`src/rtl/mod_pkg.sv`:
```
// Shared types for the mod-14 counter observer: event codes, FSM states,
// registered control bundle and the reference step of the counter.
package mod_pkg;

   localparam logic [3:0] MOD14_MAX = 4'd13;

   typedef enum logic [2:0] {
      WRAP_UP   = 3'd0,
      WRAP_DOWN = 3'd1,
      LOAD      = 3'd2,
      MISMATCH  = 3'd3,
      ILLEGAL   = 3'd4,
      CNT_RESET = 3'd5
   } evt_code_t;

   typedef enum logic {
      INIT  = 1'b0,
      TRACK = 1'b1
   } state_t;

   typedef struct packed {
      logic load;
      logic mode;
      logic cnt_rst;
   } ctl_t;

   // Value the counter should show one edge after holding v with direction up.
   function automatic logic [3:0] mod14_next(input logic [3:0] v, input logic up);
      if (up) return (v == MOD14_MAX) ? 4'd0 : v + 4'd1;
      else    return (v == 4'd0) ? MOD14_MAX : v - 4'd1;
   endfunction

endpackage

```
`src/rtl/mod14_evt_fifo.sv`:
```
// Small synchronous event FIFO with valid/ready pop and synchronous flush.
// A push into a full FIFO is accepted only when a pop happens on the same edge.
module mod14_evt_fifo #(
   parameter int DEPTH = 4,
   parameter int W     = 7
) (
   input  logic         clock,
   input  logic         reset,
   input  logic         flush,
   input  logic         push,
   input  logic [W-1:0] wdata,
   input  logic         ready,
   output logic         valid,
   output logic [W-1:0] rdata,
   output logic         full,
   output logic         empty
);

   localparam int AW = $clog2(DEPTH);

   logic [W-1:0]  mem_q [DEPTH];
   logic [AW-1:0] wr_q, rd_q;
   logic [AW:0]   cnt_q;
   logic          pop, wr_en;

   assign empty = (cnt_q == '0);
   assign full  = (cnt_q == (AW+1)'(DEPTH));
   assign valid = ~empty;
   assign pop   = ~empty & ready;
   assign wr_en = push & (~full | pop);
   assign rdata = empty ? '0 : mem_q[rd_q];

   always_ff @(posedge clock) begin
      if (wr_en && !flush) mem_q[wr_q] <= wdata;
   end

   always_ff @(posedge clock or negedge reset) begin
      if (!reset) begin
         wr_q  <= '0;
         rd_q  <= '0;
         cnt_q <= '0;
      end else if (flush) begin
         wr_q  <= '0;
         rd_q  <= '0;
         cnt_q <= '0;
      end else begin
         if (wr_en) wr_q <= wr_q + AW'(1);
         if (pop)   rd_q <= rd_q + AW'(1);
         case ({wr_en, pop})
            2'b10:   cnt_q <= cnt_q + (AW+1)'(1);
            2'b01:   cnt_q <= cnt_q - (AW+1)'(1);
            default: cnt_q <= cnt_q;
         endcase
      end
   end

endmodule

```
`src/rtl/mod14_event_monitor.sv`:
```
// Observer of the mod-14 up/down counter: classifies every transition against
// the control applied one edge earlier, counts wraps and queues non-routine events.
//
// state | meaning
// INIT  | first edge after reset/clr: capture prev value and controls, no check
// TRACK | classify prev -> cnt_in using the controls registered last edge
module mod14_event_monitor
   import mod_pkg::*;
#(
   parameter int FIFO_DEPTH = 4,
   parameter int WC_W       = 16
) (
   input  logic            clock,
   input  logic            reset,
   input  logic [3:0]      cnt_in,
   input  logic            load,
   input  logic            mode,
   input  logic            cnt_rst,
   input  logic            clr,
   output logic            wrap_up,
   output logic            wrap_down,
   output logic [WC_W-1:0] wrap_count,
   output logic            err_sticky,
   output logic            ovf_sticky,
   output logic            evt_valid,
   input  logic            evt_ready,
   output logic [2:0]      evt_code,
   output logic [3:0]      evt_value
);

   state_t          state_q;
   ctl_t            ctl_q;
   logic [3:0]      prev_q;
   logic [WC_W-1:0] wrap_cnt_q;
   logic            wrap_up_q, wrap_down_q, err_q, ovf_q;

   logic            ev_valid;
   evt_code_t       ev_code;
   logic [3:0]      exp_val;
   logic            push, drop, fifo_full, fifo_empty;
   logic [6:0]      fifo_rdata;

   always_comb begin
      ev_valid = 1'b0;
      ev_code  = LOAD;
      exp_val  = mod14_next(prev_q, ctl_q.mode);
      if (state_q == TRACK) begin
         if (cnt_in > MOD14_MAX) begin
            ev_valid = 1'b1;
            ev_code  = ILLEGAL;
         end else if (ctl_q.cnt_rst) begin
            ev_valid = 1'b1;
            ev_code  = (cnt_in != 4'd0) ? MISMATCH : CNT_RESET;
         end else if (ctl_q.load) begin
            ev_valid = 1'b1;
            ev_code  = LOAD;
         end else if (prev_q <= MOD14_MAX) begin
            // an illegal previous value has no defined successor, so it is not checked
            if (cnt_in != exp_val) begin
               ev_valid = 1'b1;
               ev_code  = MISMATCH;
            end else if (ctl_q.mode && prev_q == MOD14_MAX) begin
               ev_valid = 1'b1;
               ev_code  = WRAP_UP;
            end else if (!ctl_q.mode && prev_q == 4'd0) begin
               ev_valid = 1'b1;
               ev_code  = WRAP_DOWN;
            end
         end
      end
   end

   assign push = ev_valid & ~clr;
   // a full FIFO only takes the push if the head leaves on the same edge
   assign drop = push & fifo_full & ~evt_ready;

   always_ff @(posedge clock or negedge reset) begin
      if (!reset) begin
         state_q     <= INIT;
         ctl_q       <= '0;
         prev_q      <= '0;
         wrap_cnt_q  <= '0;
         wrap_up_q   <= 1'b0;
         wrap_down_q <= 1'b0;
         err_q       <= 1'b0;
         ovf_q       <= 1'b0;
      end else begin
         ctl_q       <= {load, mode, cnt_rst};
         wrap_up_q   <= 1'b0;
         wrap_down_q <= 1'b0;
         if (clr) begin
            state_q    <= INIT;
            wrap_cnt_q <= '0;
            err_q      <= 1'b0;
            ovf_q      <= 1'b0;
         end else begin
            state_q     <= TRACK;
            prev_q      <= cnt_in;
            wrap_up_q   <= ev_valid && (ev_code == WRAP_UP);
            wrap_down_q <= ev_valid && (ev_code == WRAP_DOWN);
            if (ev_valid && (ev_code == WRAP_UP || ev_code == WRAP_DOWN) && wrap_cnt_q != '1)
               wrap_cnt_q <= wrap_cnt_q + WC_W'(1);
            if (ev_valid && (ev_code == MISMATCH || ev_code == ILLEGAL))
               err_q <= 1'b1;
            if (drop)
               ovf_q <= 1'b1;
         end
      end
   end

   mod14_evt_fifo #(
      .DEPTH (FIFO_DEPTH),
      .W     (7)
   ) u_fifo (
      .clock (clock),
      .reset (reset),
      .flush (clr),
      .push  (push),
      .wdata ({ev_code, cnt_in}),
      .ready (evt_ready),
      .valid (evt_valid),
      .rdata (fifo_rdata),
      .full  (fifo_full),
      .empty (fifo_empty)
   );

   assign wrap_up    = wrap_up_q;
   assign wrap_down  = wrap_down_q;
   assign wrap_count = wrap_cnt_q;
   assign err_sticky = err_q;
   assign ovf_sticky = ovf_q;
   assign evt_code   = fifo_empty ? 3'd0 : fifo_rdata[6:4];
   assign evt_value  = fifo_empty ? 4'd0 : fifo_rdata[3:0];

endmodule

```
`config.mk`:
```
export PLATFORM = sky130hd
export DESIGN_NAME = mod14_event_monitor
export DESIGN_NICKNAME = d
export VERILOG_FILES = /design/src/rtl/mod_pkg.sv /design/src/rtl/mod14_evt_fifo.sv /design/src/rtl/mod14_event_monitor.sv
export SDC_FILE = /design/constraint.sdc
export NUM_CORES = 1
export LEC_CHECK = 0
export CORE_UTILIZATION = 30
export DETAILED_ROUTE_END_ITERATION = 8
export GPL_TIMING_DRIVEN = 0
export SYNTH_ARGS = -nofsm -noshare
export SYNTH_HDL_FRONTEND = slang
export SYNTH_HIERARCHICAL = 1
export SYNTH_SLANG_ARGS = --single-unit
```
`constraint.sdc`:
```
create_clock -name clock -period 5.15 [get_ports clock]
set_input_delay 0.7725 -clock clock [delete_from_list [all_inputs] [get_ports clock]]
set_output_delay 0.7725 -clock clock [all_outputs]
set_load 0.05 [all_outputs]
```
======== After elaboration in Yosys (flattened, before gate mapping) ========
Memory sizes are Yosys's and may differ from the RTL's.
Index checks and enable logic that the tools add are counted.
word-level totals
  register bits after elaboration ......... 35
  bits in writable memories ............... 28
  input port bits ......................... 11
  word-level logic and storage cells ...... 103
  output and inout port bits .............. 28
  memories kept ........................... 1
memory list
  name          words  width  read ports  clocked after Yosys merged registers in  write ports  RTL line              text
  u_fifo.mem_q  4      7      1           0                                        1            mod14_evt_fifo.sv:21  logic [W-1:0] mem_q [DEPTH];
cells by class
  add/sub/neg operators ................... 7
  magnitude comparators ................... 2
  eq/ne operators ......................... 9
  reduce and logical (&&, ||, !) cells .... 22
  bitwise logic cells ..................... 10
  mux-type cells .......................... 39
operator list
  operator                 number
  $mux W16                 2
  $mux W2                  9
  $mux W3                  6
  $mux W1                  17
  $add A16 B1 Y16 const B  1
  $mux W4                  4
  $ne A16 B16 Y1 const B   1
  $reduce_bool A2 Y1       5
  $logic_and A1 B1 Y1      8
  $eq A3 B3 Y1 const B     2
  $logic_not A3 Y1         2
  $pmux W3 S2              1
  $and A1 B1 Y1            5
  $add A2 B1 Y2 const B    2
  $add A4 B1 Y4 const B    1
  $eq A4 B4 Y1 const B     1
  $gt A4 B4 Y1 const B     1
  $le A4 B4 Y1 const B     1
  $logic_not A4 Y1         1
  $ne A4 B4 Y1             1
  $not A1 Y1               4
  $reduce_bool A4 Y1       1
  $sub A4 B1 Y4 const B    1
  $add A3 B1 Y3 const B    1
  9 further kinds          11

======== Longest topological paths before layout ========
  word-level depth ........................ 16
  mapped depth ............................ 16
  gate-level depth less buffers ........... 15

======== Modules after synthesis ========
Netlist, hierarchy kept.
by module, submodules not included
  module               area each (sq um)  cells an instance  instances  sequential area each (sq um)
  mod14_event_monitor  1709.1             184                1          700.7
  mod14_evt_fifo       1649.1             108                1          1016.0

======== Least setup slack after synthesis ========
OpenSTA, ideal clock, no wires.
  path type ............................... reg-to-reg
  start ................................... register prev_q[0]
  end ..................................... register u_fifo.cnt_q[2]
  library setup time ...................... 82 ps
  cell stages (with the launch flop) ...... 17
  period minus slack after synthesis ...... 3644 ps
  data required time ...................... 5068 ps
  arrival time ............................ 3562 ps
  setup slack ............................. 1506 ps
  buffers on the path ..................... 1
  cell sequence ........................... dfrtp_1 -> inv_1 -> ha_1 -> nor2b_1 -> a2111oi_1 -> xor2_1 -> nor4b_4 -> nand2_1 -> a2111oi_0 -> nor2_1 -> buf_6 -> inv_1 -> and3_1 -> fa_1 -> or3b_1 -> or3_1 -> a31oi_1
between the ends
  word-level cells in the longest chain between the ends .. 15
  elaborated cells on any way between the ends .. 26
  classes of those cells .................. 2 x add/sub; 1 x order compare; 4 x eq/ne; 13 x mux; 2 x bitwise; 4 x reduce/logical
ends and longest elaborated chain
  element                                       RTL line                                              text
  start, declared                               mod14_event_monitor.sv:33                             logic [3:0] prev_q;
  start signal, assigned                        mod14_event_monitor.sv:98                             prev_q <= cnt_in;
  $sub A4 B1 Y4 (tied with other cells)         mod_pkg.sv:30                                         else return (v == 4'd0) ? MOD14_MAX : v - 4'd1;
  $mux W4 (tied with other cells)               mod_pkg.sv:30
  $mux W4 or $mux W1 (tied branches)            mod_pkg.sv:29, mod14_event_monitor.sv:65
  $ne A4 B4 Y1 or $mux W1 (tied branches)       mod14_event_monitor.sv:59, mod14_event_monitor.sv:62
  $mux W1                                       mod14_event_monitor.sv:59                             if (cnt_in != exp_val) begin
  $mux W1 *                                     mod14_event_monitor.sv:57                             end else if (prev_q <= MOD14_MAX) begin
  $mux W1 *                                     mod14_event_monitor.sv:54                             end else if (ctl_q.load) begin
  $mux W1 *                                     mod14_event_monitor.sv:51                             end else if (ctl_q.cnt_rst) begin
  $mux W1 *                                     mod14_event_monitor.sv:48                             if (cnt_in > MOD14_MAX) begin
  $mux W1 *                                     mod14_event_monitor.sv:47                             if (state_q == TRACK) begin
  $and A1 B1 Y1 *                               mod14_event_monitor.sv:73                             assign push = ev_valid & ~clr;
  via push                                      mod14_event_monitor.sv:40                             logic push, drop, fifo_full, fifo_empty;
  $and A1 B1 Y1 *                               mod14_evt_fifo.sv:30                                  assign wr_en = push & (~full | pop);
  $eq A2 B1 Y1 or $eq A2 B2 Y1 (tied branches)  mod14_evt_fifo.sv:49                                  case ({wr_en, pop})
  $pmux W3 S2                                   mod14_evt_fifo.sv:49
  $mux W3                                       mod14_evt_fifo.sv:42                                  end else if (flush) begin
  end signal, assigned                          mod14_evt_fifo.sv:50                                  2'b10: cnt_q <= cnt_q + (AW+1)'(1);
  end signal, assigned                          mod14_evt_fifo.sv:51                                  2'b01: cnt_q <= cnt_q - (AW+1)'(1);
  end signal, assigned                          mod14_evt_fifo.sv:52                                  default: cnt_q <= cnt_q;
  end, declared                                 mod14_evt_fifo.sv:23                                  logic [AW:0] cnt_q;
Mark *: on every way through the listed nets, which the timed path passes. The rest lies on a longest branch.
A chain may end at the register's enable or synchronous reset.

======== Worst setup path in the final report ========
  start ................................... register prev_q[0]
  end ..................................... register u_fifo.cnt_q[1]
The elaborated chain is that of the path after synthesis.

==> flow_summary.yaml <==
route:
  routed_via_density: 5.016
  drt_pass1_iterations: 4
  wl_met2_um: 3135
  wl_met1_um: 3468
  num_vias: 2438
  route.detailed.drc: 0
  drt-initial-drc-count: 145
  wl_um: 7055
  drtAntennaViolNets: 0
  wl_met3_um: 359
  highest_layer: "met4"
  wl_per_cell_um: 14.52
global_routing:
  grt_max_degree: 36
  antenna_found_initial: 0
  overflow: 0
  grt_pass1_wl_um: 11810
  track_usage_pct: 13.29
  grt_pass1_vias: 2436
die:
  die_width_um: 107.8
  io_pins: 39
  fp.coreArea_um2: 10890
  start_util_pct: 30.84
  core.rowCount: 38
  die_area_um2: 11620
  die_h_um: 107.8
timing:
  fmax_ghz: 0.2388
  hold_viol_final: 0
  tightest_slew_ns: 0.8216
  slew-limit-headroom_pct: 45.22
  fin_crit_sh_pct: 81.31
  drv_slew: 0
  finalSetupViolations: 0
  clock-skew-final_ns: 0.01074
  finalSetupTns_ns: 0
  hold_slack_ns: 0.4935
  fin_crit_ns: 4.188
  grt_setup_unrepaired: "no"
synth:
  yosysWarnings: 6
  async_flop_share_pct: 55.56
  ys_seq_area_share_pct: 51.12
  synth_area_um2: 3358
  syn_inst: 292
  synth.avg_cell_area_um2: 11.50
  syn_nets: 313
  synth_cell_types: 58
  synth_ff_type: "dfrtp_1"
  synth-edff-count: 28
  ys_ff_latch: 63
cells_and_area:
  final_nets: 362
  num_antenna_cells: 0
  drive_above_1_share_pct: 13.87
  instances_no_fill: 486
  syn_to_final_growth_pct: 22.24
place:
  routabilityCongestion: 0.7835
  io_buffers: 38
  dp.cells: 470
  dpl.hpwl_um: 4850
pwr:
  clockPowerShare_pct: 38.2
  p_switching_w: 0.0003005
  p_leak_nw: 1.510
  total_power_w: 0.001122
  power_frac_comb_pct: 13.2
  seqPwrFrac_pct: 48.6
  ir_worst_vdd_mv: 0.1457
  p_sw_share_pct: 26.79
  p_int_w: 0.0008214
  power.density_nw_per_um2: 273.3
clocking:
  cts_tree: "yes"
  clock-sinks: 63
  ctsLongestPathBuffers: 2
  numCtsBuffers: 9
  worstSkewPairLatency_ns: 0.34
  postCtsHoldBufs: 0
  cts_root_buffer: "clkbuf_8"
  htreeDepth: 3
  post_cts_buffers: 0
  cts_resized: 0
  cts.clk_slew.worst_paths_ns: 0.07
setup_path:
  critPathArrivalTime_ns: 4.41
  crit_path_end_kind: "flip-flop"
  required_ns: 5.37
  cp_max_fo: 9
  worstSetupStartpointType: "flip-flop"
  path_class: "flip-flop to flip-flop"
run_status:
  outcome: "complete, no violations"
job:
  drv_cap: 0
worst_hold_path:
  holdCritPathClass: "flip-flop to flip-flop"
==> power by group through the flow <==
| stage | logic, W | registers (W) | clock network [W] |
|---|---|---|---|
| global placement | 0.000147 | 0.000555 | 0 |
| detailed placement | 0.000149 | 0.000555 | 0 |
| CTS | 0.000150 | 0.000545 | 0.000444 |
| global route | 0.000164 | 0.000546 | 0.000464 |
| floorplan | 0.000102 | 0.000557 | 0 |
| finish | 0.000148 | 0.000545 | 0.000429 |
==> cell usage after synthesis, types with 2 or more instances <==
cell type	instances	share of area (%)
dfrtp_1	35	26
mux2_2	4	1.3
o2111ai_1	2	0.52
nor2b_1	18	3.4
o21ai_1	6	0.89
clkbuf_1	4	0.45
o21bai_1	3	0.67
or3_1	9	1.7
a211oi_1	2	0.45
or2_2	2	0.37
edfxtp_1	28	25
nor4b_4	2	1.4
o31ai_1	6	1.3
nand3_1	9	1.3
a21oi_1	20	3.0
and4_1	2	0.52
a31oi_1	3	0.56
clkbuf_2	2	0.30
or4_1	5	1.1
nand2_1	11	1.2
buf_4	2	0.45
clkbuf_8	3	1.2
buf_2	4	0.60
nor2_1	20	2.2
mux4_2	7	4.7
inv_1	15	1.7
nor3_1	3	0.45
o21ai_0	5	0.75
and3_1	4	0.75
xor2_1	8	2.1
ha_1	9	3.4
nand4_1	4	0.75
o211ai_1	2	0.45
nor4_1	4	0.75
and2_1	6	1.1
==> logic make-up (layout without fill, tap and decap cells) <==
kind of cell / count (synthesis) / in the layout / share of synthesized area [%]
and+or+nand+nor: 106 / 106 / 19.34
DFF: 63 / 63 / 51.12
AOI/OAI and AO/OA: 60 / 60 / 11.55
buffers and inverters: 31 / 85 / 5.029
muxes: 13 / 13 / 6.669
adders and majority gates: 10 / 10 / 3.949
xor gates and xnor gates: 9 / 9 / 2.347
==> stage by stage <==
step	setup WS [ns]	area [um2]	util, %
3_5_place_dp	0.9124	3909	35.90
6_report	0.9624	4105	37.70
4_1_cts	0.9340	4105	37.70
2_1_floorplan	1.506	3358	-
5_1_grt	0.6841	4105	37.70
3_3_place_gp	0.8889	3914	35.95
==> critical path, stage by stage (launching register included) <==
cell and delay, ns:
dfrtp_1 0.49, inv_1 0.12, ha_1 0.29, nor2b_1 0.13
a2111oi_1 0.44, xor2_1 0.17, nor4b_4 0.37, nand2_1 0.18
a2111oi_0 0.64, nor2_1 0.13, buf_6 0.17, inv_1 0.11
and3_1 0.18, fa_1 0.44, o2111ai_1 0.10, a211oi_1 0.10
==> cells in the final DEF (no fill, tap or decap), types with 6 or more instances in the layout <==
| master | count |
|---|---|
| a21oi_1 | 20 |
| and2_1 | 6 |
| clkbuf_8 | 12 |
| clkdlybuf4s50_1 | 37 |
| dfrtp_1 | 35 |
| edfxtp_1 | 28 |
| ha_1 | 9 |
| inv_1 | 15 |
| mux4_2 | 7 |
| nand2_1 | 11 |
| nand3_1 | 9 |
| nor2_1 | 20 |
| nor2b_1 | 18 |
| o21ai_1 | 6 |
| o31ai_1 | 6 |
| or3_1 | 9 |
| xor2_1 | 8 |
==> sequential cells by signal, indices dropped and copies added, names as in the netlist <==
name / cells
ctl_q: 3
prev_q: 4
wrap_up: 1
err_sticky: 1
wrap_count: 16
state_q: 1
u_fifo/mem_q: 28
u_fifo/wr_q: 2
u_fifo/rd_q: 2
ovf_sticky: 1
wrap_down: 1
u_fifo/cnt_q: 3
==> routing by layer <==
metal / global-route usage (%) / vias to the layer above
met2: 21.93 / 72
met3: 3.511 / 8
li1: - / 1179
met1: 16.78 / 1179
met4: 4.501 / 0
met5: 0 / -
==> worst paths after layout <==
| path | slack [ns] | cells after the start | from | endpoint |
|---|---|---|---|---|
| setup / recovery | 0.96 | 15 | prev_q[0] | u_fifo/cnt_q[1] |
| hold / removal | 0.49 | 1 | ovf_sticky | ovf_sticky |
| setup reg to reg | 0.96 | 15 | prev_q[0] | u_fifo/cnt_q[1] |
| hold reg to reg | 0.49 | 1 | ovf_sticky | ovf_sticky |
| max in group asynchronous | 4.10 | 1 | reset | prev_q[2] |
| min in group asynchronous | 0.53 | 1 | reset | wrap_count[8] |
==> final cells by class <==
| type | count | area, um2 |
|---|---|---|
| multi-input combinational | 198 | 1473 |
| clock inverter | 7 | 72.57 |
| inverter | 15 | 56.30 |
| timing repair buffer | 38 | 375.4 |
| sequential | 63 | 1717 |
| clock buffer | 9 | 123.9 |
| buffer | 16 | 112.6 |
| tap | 140 | 175.2 |
| fill | 1031 | 6783 |
(Power assumes the default switching activity.)
